[src/rtl/taxi_reset_seq.sv]
// Staged reset sequencer: holds all rst_out high while a cause is present, then releases them in index order.
// Optional macro TAXI_RESET_SEQ_ACK_EN adds rst_ack handshaking so each stage waits for the previous domain.
module taxi_reset_seq #(
  parameter int N_OUT     = 4,
  parameter int PULSE_W   = 16,
  parameter int STAGE_GAP = 8
) (
  input  logic             clk,
  input  logic             rst,
  input  logic             lock,
  input  logic             req,
`ifdef TAXI_RESET_SEQ_ACK_EN
  input  logic [N_OUT-1:0] rst_ack,
`endif
  output logic [N_OUT-1:0] rst_out,
  output logic             busy,
  output logic             done
);

  localparam int MAX_W = (PULSE_W > STAGE_GAP) ? PULSE_W : STAGE_GAP;
  localparam int CNT_W = $clog2(MAX_W) + 1;
  localparam int IDX_W = (N_OUT > 1) ? $clog2(N_OUT) : 1;

  localparam logic [CNT_W-1:0] PULSE_LAST = CNT_W'(PULSE_W - 1);
  localparam logic [CNT_W-1:0] GAP_LAST   = CNT_W'(STAGE_GAP - 1);
  localparam logic [IDX_W-1:0] IDX_LAST   = IDX_W'(N_OUT - 1);

`ifdef TAXI_RESET_SEQ_ACK_EN
  localparam bit ACK_EN = 1'b1;
`else
  localparam bit ACK_EN = 1'b0;
`endif

  typedef enum logic [1:0] {
    ASSERT,
    RELEASE,
    IDLE
  } state_t;

  state_t            state_q;
  logic [CNT_W-1:0]  cnt_q;
  logic [IDX_W-1:0]  idx_q;
  logic [N_OUT-1:0]  rst_out_q;
  logic              busy_q;
  logic              done_q;

  logic              cause_d;
  logic [IDX_W:0]    nxt_idx_d;
  logic              stage_hold_d;
  logic              final_ok_d;

  assign cause_d   = rst | ~lock | req;
  assign nxt_idx_d = {1'b0, idx_q} + (IDX_W+1)'(1);

`ifdef TAXI_RESET_SEQ_ACK_EN
  logic [N_OUT-1:0] ack_s1_q;
  logic [N_OUT-1:0] ack_s2_q;

  // Destinations are presumed in reset until their synchronized ack says otherwise.
  always_ff @(posedge clk) begin
    if (rst) begin
      ack_s1_q <= '1;
      ack_s2_q <= '1;
    end else begin
      ack_s1_q <= rst_ack;
      ack_s2_q <= ack_s1_q;
    end
  end

  assign stage_hold_d = ack_s2_q[idx_q];
  assign final_ok_d   = ~ack_s2_q[N_OUT-1];
`else
  assign stage_hold_d = 1'b0;
  assign final_ok_d   = 1'b1;
`endif

  always_ff @(posedge clk) begin
    if (cause_d) begin
      state_q   <= ASSERT;
      rst_out_q <= '1;
      cnt_q     <= '0;
      idx_q     <= '0;
      busy_q    <= 1'b1;
      done_q    <= 1'b0;
    end else begin
      done_q <= 1'b0;
      case (state_q)
        ASSERT: begin
          if (cnt_q == PULSE_LAST) begin
            rst_out_q[0] <= 1'b0;
            cnt_q        <= '0;
            idx_q        <= '0;
            if (N_OUT == 1 && !ACK_EN) begin
              state_q <= IDLE;
              busy_q  <= 1'b0;
              done_q  <= 1'b1;
            end else begin
              state_q <= RELEASE;
            end
          end else begin
            cnt_q <= cnt_q + CNT_W'(1);
          end
        end
        RELEASE: begin
          // idx at the last output means everything is released and only the final ack is pending.
          if (idx_q == IDX_LAST) begin
            if (final_ok_d) begin
              state_q <= IDLE;
              busy_q  <= 1'b0;
              done_q  <= 1'b1;
            end
          end else if (stage_hold_d) begin
            cnt_q <= '0;
          end else if (cnt_q == GAP_LAST) begin
            rst_out_q <= rst_out_q & ~(N_OUT'(1) << nxt_idx_d);
            idx_q     <= nxt_idx_d[IDX_W-1:0];
            cnt_q     <= '0;
            if (!ACK_EN && (int'(nxt_idx_d) == N_OUT - 1)) begin
              state_q <= IDLE;
              busy_q  <= 1'b0;
              done_q  <= 1'b1;
            end
          end else begin
            cnt_q <= cnt_q + CNT_W'(1);
          end
        end
        IDLE: begin
          state_q <= IDLE;
        end
        default: begin
          state_q   <= ASSERT;
          rst_out_q <= '1;
          busy_q    <= 1'b1;
        end
      endcase
    end
  end

  assign rst_out = rst_out_q;
  assign busy    = busy_q;
  assign done    = done_q;

endmodule
[config.mk]
export PLATFORM = sky130hd
export DESIGN_NAME = taxi_reset_seq
export DESIGN_NICKNAME = d
export VERILOG_FILES = /design/src/rtl/taxi_reset_seq.sv
export SDC_FILE = /design/constraint.sdc
export NUM_CORES = 1
export LEC_CHECK = 0
export ABC_AREA = 1
export CAP_MARGIN = 20
export CORE_MARGIN = 10
export CORE_UTILIZATION = 53
export DETAILED_ROUTE_END_ITERATION = 6
export PLACE_DENSITY = 0.76
export SYNTH_ARGS = -nofsm -noshare
export SYNTH_HDL_FRONTEND = slang
export SYNTH_SLANG_ARGS = --single-unit
export TNS_END_PERCENT = 1
[constraint.sdc]
create_clock -name clk -period 3.2 [get_ports clk]
set_input_delay 0.32 -clock clk [delete_from_list [all_inputs] [get_ports clk]]
set_output_delay 0.32 -clock clk [all_outputs]
set_load 0.05 [all_outputs]
Yosys cells after proc, flatten, opt, wreduce, memory -nomap -nowiden

Cells that the tools add are included.
W data, S select, Z words.

Output and inout bits: 6
Register bits: 15
Word-level logic and storage cells: 64

Shift-type cells: 1
$add $sub $neg: 2
Equal/unequal tests: 11
Reduce and logical (&&, ||, !) cells: 10
Bitwise logic cells: 8
Multiplexer cells: 25

Operators with widths:

| kind                  | number |
|---|---|
| $mux W5               | 3 |
| $mux W2               | 7 |
| $pmux W5 S2           | 1 |
| $reduce_and A3 Y1     | 3 |
| $mux W4               | 2 |
| $reduce_and A4 Y1     | 2 |
| $mux W1               | 7 |
| $ne A2 B2 Y1 const B  | 3 |
| $ne A3 B3 Y1 const B  | 2 |
| $pmux W2 S3           | 1 |
| $pmux W3 S2           | 1 |
| $add A5 B1 Y5 const B | 1 |
| $eq A5 B3 Y1 const B  | 1 |
| $eq A5 B4 Y1 const B  | 1 |
| $and A4 B4 Y4         | 1 |
| $eq A2 B2 Y1 const B  | 2 |
| $not A1 Y1            | 4 |
| $not A4 Y4            | 1 |
| $pmux W2 S2           | 1 |
| $reduce_or A2 Y1      | 2 |
| $shl A1 B3 Y4 const A | 1 |
| $add A2 B1 Y3 const B | 1 |
| $eq A3 B3 Y1 const B  | 1 |
| $pmux W1 S3           | 1 |
| 6 further kinds       | 7 |

Logic depth before layout (Yosys ltp)

Gate-level depths: netlist of the first run.

Depth in word-level cells: 7
Mapped depth: 12

Worst setup path before layout of the first run

OpenSTA, ideal clock, no wires.

Path type: register to register
Start point: register cnt_q[0]
End point: register idx_q[0]
Stages on the path, launching flop included: 12
Arrival time: 1.336 ns
Slack: 1.751 ns
Data required time: 3.087 ns
Path buffers: 0
Cell sequence: dfxtp_1 > ha_1 > nand2_2 > nor2_1 > ha_1 > inv_1 > nand2_1 > nand2_1 > inv_2 > nand3_1 > nor2_1 > nor2_1

Cells in the longest elaborated chain, start to end: 3
Elaborated cells on any way between the ends: 5

RTL lines:

| element                                      | line    | RTL |
|---|---|---|
| from (decl)                                  | 41      | `logic [CNT_W-1:0] cnt_q;` |
| from (signal assigned)                       | 101     | `cnt_q <= cnt_q + CNT_W'(1);` |
| from (signal assigned)                       | 124     | `cnt_q <= cnt_q + CNT_W'(1);` |
| $eq A5 B3 Y1 or $eq A5 B4 Y1 (tied branches) | 114, 89 |  |
| $ne A2 B2 Y1 (no source line)                | --      |  |
| $reduce_and A4 Y1 (no source line) (*)       | --      |  |
| to (signal assigned)                         | 116     | `idx_q <= nxt_idx_d[IDX_W-1:0];` |
| to (decl)                                    | 42      | `logic [IDX_W-1:0] idx_q;` |

Mark *: on every way between the ends. The rest lies on a longest branch, timed or not.
A chain may end at the register's enable or synchronous reset.

Worst setup path after layout of the first run

Start point: register rst_out_q[0], in the netlist rst_out[0]
End point: output rst_out[0]

RTL lines:

| element                | line | RTL |
|---|---|---|
| from (decl)            | 43   | `logic [N_OUT-1:0] rst_out_q;` |
| from (signal assigned) | 115  | `rst_out_q <= rst_out_q & ~(N_OUT'(1) << nxt_idx_d);` |
| to (decl)              | 15   | `output logic [N_OUT-1:0] rst_out,` |

No word-level cell between the ends.

==> impl_metrics.json, run 1 <==
{
  "status": "complete, no violations",
  "post_cts_buffers": 0,
  "rows": 15,
  "finalMaxSlewViolations": 0,
  "critPathKind": "register to primary output",
  "vdd.ir_drop.worst_v": 0.000242,
  "fillers": 167,
  "grt_pass1_wl_um": 3090,
  "htreeDepth": 1,
  "power_frac_seq_pct": 61.8,
  "syn-cell-area_um2": 926,
  "grt_max_degree": 10,
  "layout_common_cells": "nand2_1, inv_1, dfxtp_1, nand3_1, ha_1",
  "p_per_area_nw_per_um2": 289,
  "setup_viol_count_final": 0,
  "cts_buffers": 3,
  "core_um2": 1690,
  "fin_util_pct": 62.3,
  "grt_antenna_before_repair": 0,
  "gp_congestion": 0.792,
  "die_width_um": 61.8,
  "worst_pin_slew_ns": 0.506,
  "swShare_pct": 20.7,
  "totalPowerFinal_w": 0.000304,
  "switchingPower_w": 0.0000628,
  "crit_cells": 1,
  "pwr-share-comb_pct": 3.8,
  "startpoint_type": "register",
  "cts_tree": "built",
  "port-buffer-count": 9,
  "cts_sinks": 15,
  "ys_types": 24,
  "holdBufCountCts": 0,
  "crit_buf_inv": 1,
  "root_buffer": "clkbuf_4",
  "fmax_mhz": 567,
  "ys_ff_latch": 15,
  "grt_overflow_total": 0,
  "power.leakage_nw": 0.425,
  "drv_cap": 0,
  "crit_path_end_kind": "primary output",
  "fin_tns_setup_ns": 0,
  "grt_use_total_pct": 10.8,
  "drt-initial-drc-count": 15,
  "min_period_ns": 1.76,
  "hold_class": "register to register",
  "post_cts_resized": 0,
  "die_area_um2": 3820,
  "post-place-ws_ns": 1.54,
  "clk_pin_slew_ns": 0.08,
  "drive_gt1_share_pct": 15.7,
  "first_pass_iters": 6,
  "drt-total-wl_um": 1730,
  "insertion_delay_ns": 0.28,
  "viasPerCell": 5.11,
  "cp.required_ns": 2.88,
  "critPathSlowestCell": "clkdlybuf4s50_1",
  "syn_nets": 136,
  "ys_warn_count": 0,
  "arrival_ns": 1.44,
  "rr_worst_depth": 11,
  "wl_per_cell_um": 11.5,
  "ioPinCount": 10,
  "grt_setup_unrepaired": "no",
  "min_path_cells": 2,
  "grt_pass1_vias": 728,
  "seq_area_frac_synth_pct": 32.4,
  "finalNetCount": 149,
  "p_int_w": 0.000241,
  "layout_commonest_cell": "nand2_1",
  "antenna_cells": 0,
  "dp_hpwl_um": 1380,
  "worst-path-max-fanout": 3,
  "slew_headroom_pct": 66.2,
  "drc": 0,
  "worst_slack_ns": 1.44,
  "period_share_pct": 55.1,
  "initial_utilization_pct": 54.8,
  "vias": 771,
  "die_h_um": 61.8,
  "synth.avg_cell_area_um2": 7.59,
  "hold_viol": 0,
  "ant_nets": 0,
  "area_growth_pct": 13.6,
  "synth_cells": 122,
  "worstPathCellList": "clkdlybuf4s50_1",
  "cts_buffer_depth": 2,
  "cp_top_family": "buffers and inverters",
  "p_clk_share_pct": 34.4,
  "fin_skew_ns": 0.00418,
  "slowest_delay_ns": 0.81
}
per-layer routing:
layer | wire length (um) | GRT usage (%) | up-vias
met1 | 752 | 12.0 | 341
li1 | - | - | 411
met3 | 76 | 4.47 | 7
met4 | 42 | 4.78 | 0
met5 | 0 | 0 | -
met2 | 861 | 17.6 | 12
synthesized netlist by cell type:
master | instances | area [um^2]
o21ai_0 | 3 | 15.0
inv_1 | 19 | 71.3
o21ai_1 | 3 | 15.0
nor2_2 | 2 | 12.5
a21oi_2 | 1 | 8.76
or2_0 | 1 | 6.26
nand4_2 | 1 | 12.5
nand4_1 | 3 | 18.8
a211oi_1 | 1 | 7.51
ha_1 | 10 | 125
a21oi_1 | 7 | 35.0
nor3_4 | 1 | 16.3
nor2_1 | 8 | 30.0
inv_2 | 3 | 11.3
dfxtp_1 | 15 | 300
nor2_4 | 1 | 11.3
nand2_4 | 2 | 22.5
inv_4 | 1 | 6.26
nand2_1 | 22 | 82.6
nand3_2 | 1 | 10.0
nand3_1 | 11 | 55.1
buf_6 | 1 | 11.3
a21oi_4 | 1 | 16.3
nand2_2 | 4 | 25.0
power by group through the flow:
| stage | clock (W) | combinational [W] | sequential (W) |
|---|---|---|---|
| 6_report | 0.000105 | 0.0000115 | 0.000188 |
| 5_1_grt | 0.000117 | 0.0000126 | 0.000188 |
| 4_1_cts | 0.000111 | 0.0000115 | 0.000188 |
| 3_5_place_dp | 0 | 0.0000114 | 0.000192 |
| 3_3_place_gp | 0 | 0.0000111 | 0.000192 |
| 2_1_floorplan | 0 | 0.00000586 | 0.000192 |
state kept, by name, indices dropped and copies added, names as in the netlist:
| name | flops |
|---|---|
| idx_q | 2 |
| rst_out | 4 |
| state_q | 2 |
| busy | 1 |
| cnt_q | 5 |
| done | 1 |
worst paths after layout:
path | startpoint | to | slack, ns
worst max-delay path | rst_out[0]$_SDFFE_PP1P_ | rst_out[0] | 1.44
worst min-delay path | busy$_SDFFE_PP1P_ | busy$_SDFFE_PP1P_ | 0.46
worst max register to register | cnt_q[1]$_SDFFE_PP0P_ | idx_q[0]$_SDFFE_PP0P_ | 1.54
worst min register to register | busy$_SDFFE_PP1P_ | busy$_SDFFE_PP1P_ | 0.46
logic make-up after synthesis:
logic type / count (synthesis) / synth area share (%)
AOI/OAI and AO/OA: 16 / 10.5
and+or+nand+nor: 57 / 32.7
buffers and inverters: 24 / 10.8
DFF: 15 / 32.4
adders and majority gates: 10 / 13.5
layout make-up:
type | instances | area [um^2] | area share, %
multi-input cells | 83 | 526 | 49.9
flip-flops and latches | 15 | 300 | 28.5
repair buffers | 9 | 90.1 | 8.56
inverters | 23 | 88.8 | 8.44
clock buffers | 4 | 26.3 | 2.50
well taps | 17 | 21.3 | 2.02
stage by stage:
step / cells / hold slack, ns / area, um^2
after floorplan: 122 / 0.456 / 926
after global placement: 147 / 0.441 / 1030
after detailed placement: 147 / 0.445 / 1030
after CTS: 151 / 0.466 / 1050
after global routing: 151 / 0.477 / 1050
final: 151 / 0.458 / 1050
Power figures use the tool's default switching activity.
==> run 2, diff against run 1 <==
- CORE_UTILIZATION: 53 -> 49
- PLACE_DENSITY: 0.76 -> 0.73
- clock period: 3.2 -> 1.5 ns (I/O delays scaled with it)
==> run 2 against run 1 <==
  * The flow now finishes with violations (negative setup slack)
  * Clock power grew 130%
  * Sequential share of layout area shrank 2.2 points
  * Count of clock-buffer cells in the layout did not move
  * Register-to-register slack worse by 1.6 ns
  * Total power is 120% higher
  * Final cell count is 11% higher
  * Wire length up 18%
  * Non-clock buffer count increased by 8
  * Critical path depth increased by 10
  * Final area increased by 10%
  * Via count grew 11%
  * Largest cell class unchanged
==> impl_metrics.json, run 2 (same netlist as run 1, synthesis figures left out) <==
{
  "status": "finished with violations",
  "violations": "negative setup slack",
  "vdd.ir_drop.worst_v": 0.000354,
  "cts_buffer_depth": 2,
  "grt_overflow_total": 0,
  "period_share_pct": 102,
  "layout_common_cells": "nand2_1, inv_1, buf_4, dfxtp_1, nand3_1",
  "fin_cells": 167,
  "wl_per_cell_um": 12.3,
  "slew_headroom_pct": 83.3,
  "worst_pin_slew_ns": 0.251,
  "power.leakage_nw": 0.480,
  "ioPinCount": 10,
  "grt_max_degree": 9,
  "worst_slack_ns": -0.0254,
  "r2r_end": "idx_q[0]$_SDFFE_PP0P_",
  "port-buffer-count": 9,
  "fillers": 155,
  "critPathKind": "register to register",
  "setup_viol_count_final": 1,
  "worst-path-max-fanout": 5,
  "rows": 15,
  "fin_tns_setup_ns": -0.0254,
  "drt-total-wl_um": 2050,
  "fmax_mhz": 656,
  "totalPowerFinal_w": 0.000675,
  "cp-endpoint": "idx_q[0]$_SDFFE_PP0P_",
  "rrSetupSlack_ns": -0.03,
  "crit_path_end_kind": "register",
  "r2r-start": "cnt_q[1]$_SDFFE_PP0P_",
  "cp.required_ns": 1.69,
  "crit_buf_inv": 2,
  "first_pass_iters": 6,
  "die_area_um2": 4030,
  "cts_sinks": 15,
  "min_path_cells": 2,
  "dp_hpwl_um": 1440,
  "core_um2": 1760,
  "cts_tree": "built",
  "gp_congestion": 0.778,
  "p_per_area_nw_per_um2": 582,
  "antenna_cells": 0,
  "grt_setup_unrepaired": "yes",
  "insertion_delay_ns": 0.30,
  "startpoint": "cnt_q[1]$_SDFFE_PP0P_",
  "clk_pin_slew_ns": 0.10,
  "die_width_um": 63.5,
  "grt_use_total_pct": 10.1,
  "fin_skew_ns": 0.0106,
  "largest_reg_flops": 5,
  "ant_nets": 0,
  "drc": 0,
  "cp_top_family": "simple AND/OR/NAND/NOR gates",
  "finalNetCount": 157,
  "vias": 853,
  "min_period_ns": 1.53,
  "place_inst": 161,
  "crit_cells": 11,
  "die_h_um": 63.5,
  "drt-initial-drc-count": 21,
  "startpoint_type": "register",
  "rr_worst_depth": 11,
  "drive_gt1_share_pct": 31.7,
  "htreeDepth": 1,
  "cts_buffers": 3,
  "initial_utilization_pct": 52.5,
  "hold_viol": 0,
  "area_growth_pct": 25.3,
  "arrival_ns": 1.72,
  "grt_antenna_before_repair": 0,
  "viasPerCell": 5.11,
  "drv_cap": 0,
  "critPathSlowestCell": "dfxtp_2",
  "layout_commonest_cell": "nand2_1",
  "post-place-ws_ns": -0.0432,
  "hold_class": "register to register",
  "root_buffer": "clkbuf_4",
  "largest_register": "cnt_q",
  "finalMaxSlewViolations": 0,
  "grt_pass1_vias": 766,
  "grt_pass1_wl_um": 3330,
  "slowest_delay_ns": 0.37,
  "worstPathCellList": "ha_4 > nand2_4 > nor2_4 > ha_1 > inv_1 > nand2_2 > nand2_2 > inv_4 > nand3_2 > nor2_1 > nor2_1"
}
[run 2: cell types whose count changed in the layout (fill, tap and decap cells not counted), moves of 2 or more]
cell / delta
buf_4: +14
clkdlybuf4s50_1: -6
dfxtp_1: -2
ha_1: -2
nand2_1: -2
nand3_1: -2
nand3_2: +2
nor2_1: -2
[run 2: worst register-to-register path, stage by stage, from the launching register on]
cell and delay [ns]:
dfxtp_2 0.37, ha_4 0.16, nand2_4 0.06, nor2_4 0.12, ha_1 0.15, inv_1 0.07, nand2_2 0.08, nand2_2 0.07
inv_4 0.09, nand3_2 0.09, nor2_1 0.12, nor2_1 0.05
[run 2: how the worst min path moves through the flow]
stage / startpoint / endpoint / slack (ns)
floorplan: rst / rst_out[0]$_SDFFE_PP1P_ / 0.29
global placement: busy$_SDFFE_PP1P_ / busy$_SDFFE_PP1P_ / 0.43
detailed placement: busy$_SDFFE_PP1P_ / busy$_SDFFE_PP1P_ / 0.43
CTS: busy$_SDFFE_PP1P_ / busy$_SDFFE_PP1P_ / 0.45
global route: busy$_SDFFE_PP1P_ / busy$_SDFFE_PP1P_ / 0.48
finish: busy$_SDFFE_PP1P_ / busy$_SDFFE_PP1P_ / 0.45
[run 2: cell type report]
class	count	area [um^2]	area share, %
inverter	23	91.3	7.87
multi-input combinational	83	571	49.2
clock buffer	4	26.3	2.27
tap	25	31.3	2.70
sequential	15	305	26.3
timing repair buffer	17	135	11.7
[run 2: per-stage QoR]
step           area [um^2]  hold WS, ns  util, %
6_report              1160        0.448     65.7
5_1_grt               1160        0.479     65.7
4_1_cts               1100        0.451     62.3
3_5_place_dp          1070        0.433     60.4
3_3_place_gp          1070        0.429     60.4
2_1_floorplan          926        0.286        -
[run 2: per-layer routing]
metal / global-route usage [%] / vias to the layer above / wire, um
met2: 16.0 / 34 / 917
met3: 3.71 / 7 / 161
li1: - / 431 / -
met5: 0 / - / 0
met1: 11.2 / 381 / 919
met4: 6.56 / 0 / 49
[run 2: power by group]
group          switching, W  internal [W]  total [W]  leakage [nW]
Clock              0.000142      0.000104   0.000246        0.0150
Combinational     0.0000144     0.0000151  0.0000295         0.342
Sequential       0.00000166      0.000398   0.000400         0.122
[run 2: repair_timing]
action                     CTS  global route
buffers inserted             0             2
hold buffers                 0             0
pin swaps                    0             4
gates resized for setup      3            12
setup endpoints to repair    7             9
==> run 3, diff against run 2 <==
- ABC_AREA: 1 -> unset
- CORE_UTILIZATION: 49 -> 53
- PLACE_DENSITY: 0.73 -> 0.76
- clock period: 1.5 -> 1.6 ns (I/O delays scaled with it)
==> run 3 against run 2 <==
  * The run now ends clean
  * Maximum frequency down 3.2%
  * Critical path depth down 6
  * Clock power down 8%
  * Sequential power down 6.0%
  * Non-clock buffer count up 3
  * Sequential share of layout area up 0.35 points
  * Worst hold slack better by 0.014 ns
  * Core utilization up 9.1 points
  * Flip-flop and latch count unchanged
  * Global-route usage up 1.1 points
  * Combinational power down 31%
  * Die area down 10%
  * Largest power group unchanged
==> impl_metrics.json, run 3 <==
{
  "status": "complete, no violations",
  "layout_common_cells": "buf_4, dfxtp_1, inv_1, nand2_1, nor2_1",
  "p_per_area_nw_per_um2": 547,
  "rr_worst_depth": 5,
  "synth_flop_cell": "dfxtp_1",
  "setup_viol_count_final": 0,
  "min_path_cells": 2,
  "first_pass_iters": 4,
  "die_h_um": 60.2,
  "cts_tree": "built",
  "cts_sinks": 15,
  "rows": 14,
  "gp_congestion": 0.815,
  "cts_buffer_depth": 2,
  "wl_per_cell_um": 14.1,
  "drive_gt1_share_pct": 33.6,
  "synth_cells": 101,
  "largest_register": "cnt_q",
  "clk_pin_slew_ns": 0.09,
  "drv_cap": 0,
  "period_share_pct": 98.5,
  "arrival_ns": 1.76,
  "ys_ff_latch": 15,
  "startpoint_type": "register",
  "critPathKind": "register to register",
  "worst-path-max-fanout": 4,
  "vias": 795,
  "hold_viol": 0,
  "fmax_mhz": 635,
  "viasPerCell": 5.76,
  "async_flop_share_pct": 0,
  "holdBufCountCts": 0,
  "finalNetCount": 137,
  "seq_area_frac_synth_pct": 35.1,
  "synth.avg_cell_area_um2": 8.47,
  "grt_antenna_before_repair": 0,
  "synthTopCellsByArea": "dfxtp_1, ha_1, inv_1, nand2_1, a21oi_1",
  "vdd.ir_drop.worst_v": 0.000381,
  "largest_reg_flops": 5,
  "grt_pass1_wl_um": 3120,
  "slew_headroom_pct": 78.1,
  "min_period_ns": 1.58,
  "grt_overflow_total": 0,
  "dp_hpwl_um": 1430,
  "syn_nets": 115,
  "final_area_um2": 1140,
  "syn-cell-area_um2": 856,
  "ys_warn_count": 0,
  "yosysMostFrequentCell": "dfxtp_1",
  "insertion_delay_ns": 0.30,
  "htreeDepth": 1,
  "ant_nets": 0,
  "worstPathCellList": "ha_4 > and4bb_2 > or4b_4 > o21ai_1 > nand2_1",
  "fin_skew_ns": 0.00393,
  "power.leakage_nw": 0.440,
  "yosysTopAreaCellShare_pct": 35.1,
  "worst_slack_ns": 0.0240,
  "fin_tns_setup_ns": 0,
  "grt_pass1_vias": 681,
  "grt_max_degree": 12,
  "grt_setup_unrepaired": "yes",
  "placed_area_um2": 1050,
  "cts_buffers": 3,
  "die_area_um2": 3620,
  "post-place-ws_ns": -0.113,
  "layout_commonest_cell": "buf_4",
  "hold_class": "register to register",
  "grt_use_total_pct": 11.2,
  "drt-initial-drc-count": 18,
  "slowest_delay_ns": 0.49,
  "post_cts_buffers": 0,
  "die_width_um": 60.2,
  "worst_pin_slew_ns": 0.320,
  "yosysTopAreaCell": "dfxtp_1",
  "initial_utilization_pct": 56.2,
  "drc": 0,
  "synth_edf_count": 0,
  "finalMaxSlewViolations": 0,
  "antenna_cells": 0,
  "totalPowerFinal_w": 0.000624,
  "ioPinCount": 10,
  "port-buffer-count": 9,
  "synthTopCellsByCount": "dfxtp_1, ha_1, inv_1, nand2_1, nor2_1",
  "core_um2": 1520,
  "area_growth_pct": 33.2,
  "critPathSlowestCell": "or4b_4",
  "crit_path_end_kind": "register",
  "ys_types": 31,
  "cp.required_ns": 1.79,
  "drt-total-wl_um": 1950,
  "root_buffer": "clkbuf_4"
}
==> run 3: cell count changes after synthesis, sizes merged, moves of 2 or more <==
cell / delta
nand2: -18
nand3: -8
a21o: +3
a211oi: +2
clkbuf: +2
nand4: -4
nand2b: +4
a31oi: +3
a21oi: -4
nor2: -5
nor2b: +3
inv: -13
==> run 3: area by class of cell <==
class	count	area, um^2
multi-input cells	73	593
inverters	10	37.5
clock buffers	3	22.5
flip-flops and latches	15	304
clock inverters	1	5.00
well taps	16	20.0
repair buffers	20	158
fillers	110	384
==> run 3: repair_timing <==
item,CTS,global route
gates resized for setup,4,12
pin swaps,3,1
endpoints found under the setup margin,5,10
endpoints found under the hold margin,0,0
==> run 3: worst max-delay path, delay by kind of cell, from the launching register on <==
family          cells  cell delay [ns]
simple gates        3             0.83
flops               1             0.37
fa+ha+maj           1             0.14
compound gates      1             0.14
==> run 3: cell families (layout without fill, tap and decap cells) <==
group	count (synthesis)	count (layout)	synth area share, %
AOI/OAI and AO/OA	25	25	18.4
xor gates and xnor gates	1	1	1.02
adders and majority gates	10	10	14.6
buffers and inverters	13	34	6.58
DFF	15	15	35.1
muxes	1	1	1.17
and+or+nand+nor	36	36	23.1
==> run 3: per-stage QoR <==
stage,utilization [%],instances,hold WS (ns)
2_1_floorplan,-,101,0.348
3_3_place_gp,69.0,134,0.444
3_5_place_dp,69.0,134,0.453
4_1_cts,71.4,138,0.467
5_1_grt,74.8,138,0.489
6_report,74.8,138,0.463
==> run 3: power by group <==
| group | internal [W] | leakage (nW) | switching, W |
|---|---|---|---|
| logic | 0.0000125 | 0.300 | 0.00000797 |
| registers | 0.000375 | 0.123 | 0.00000146 |
| clock network | 0.0000933 | 0.0177 | 0.000134 |
==> run 3: worst paths after layout <==
check	end	slack, ns	from
worst min register to register	rst_out[0]$_SDFFE_PP1P_	0.46	rst_out[0]$_SDFFE_PP1P_
worst min-delay path	rst_out[0]$_SDFFE_PP1P_	0.46	rst_out[0]$_SDFFE_PP1P_
worst max-delay path	rst_out[1]$_SDFFE_PP1P_	0.02	cnt_q[1]$_SDFFE_PP0P_
worst max register to register	rst_out[1]$_SDFFE_PP1P_	0.02	cnt_q[1]$_SDFFE_PP0P_
==> run 3: per-layer routing <==
layer,share of wire [%],track usage [%],vias up
met4,1.4,4.81,0
met1,47,14.7,375
met3,6.8,4.45,4
li1,-,-,392
met2,45,15.7,24
met5,0,0,-
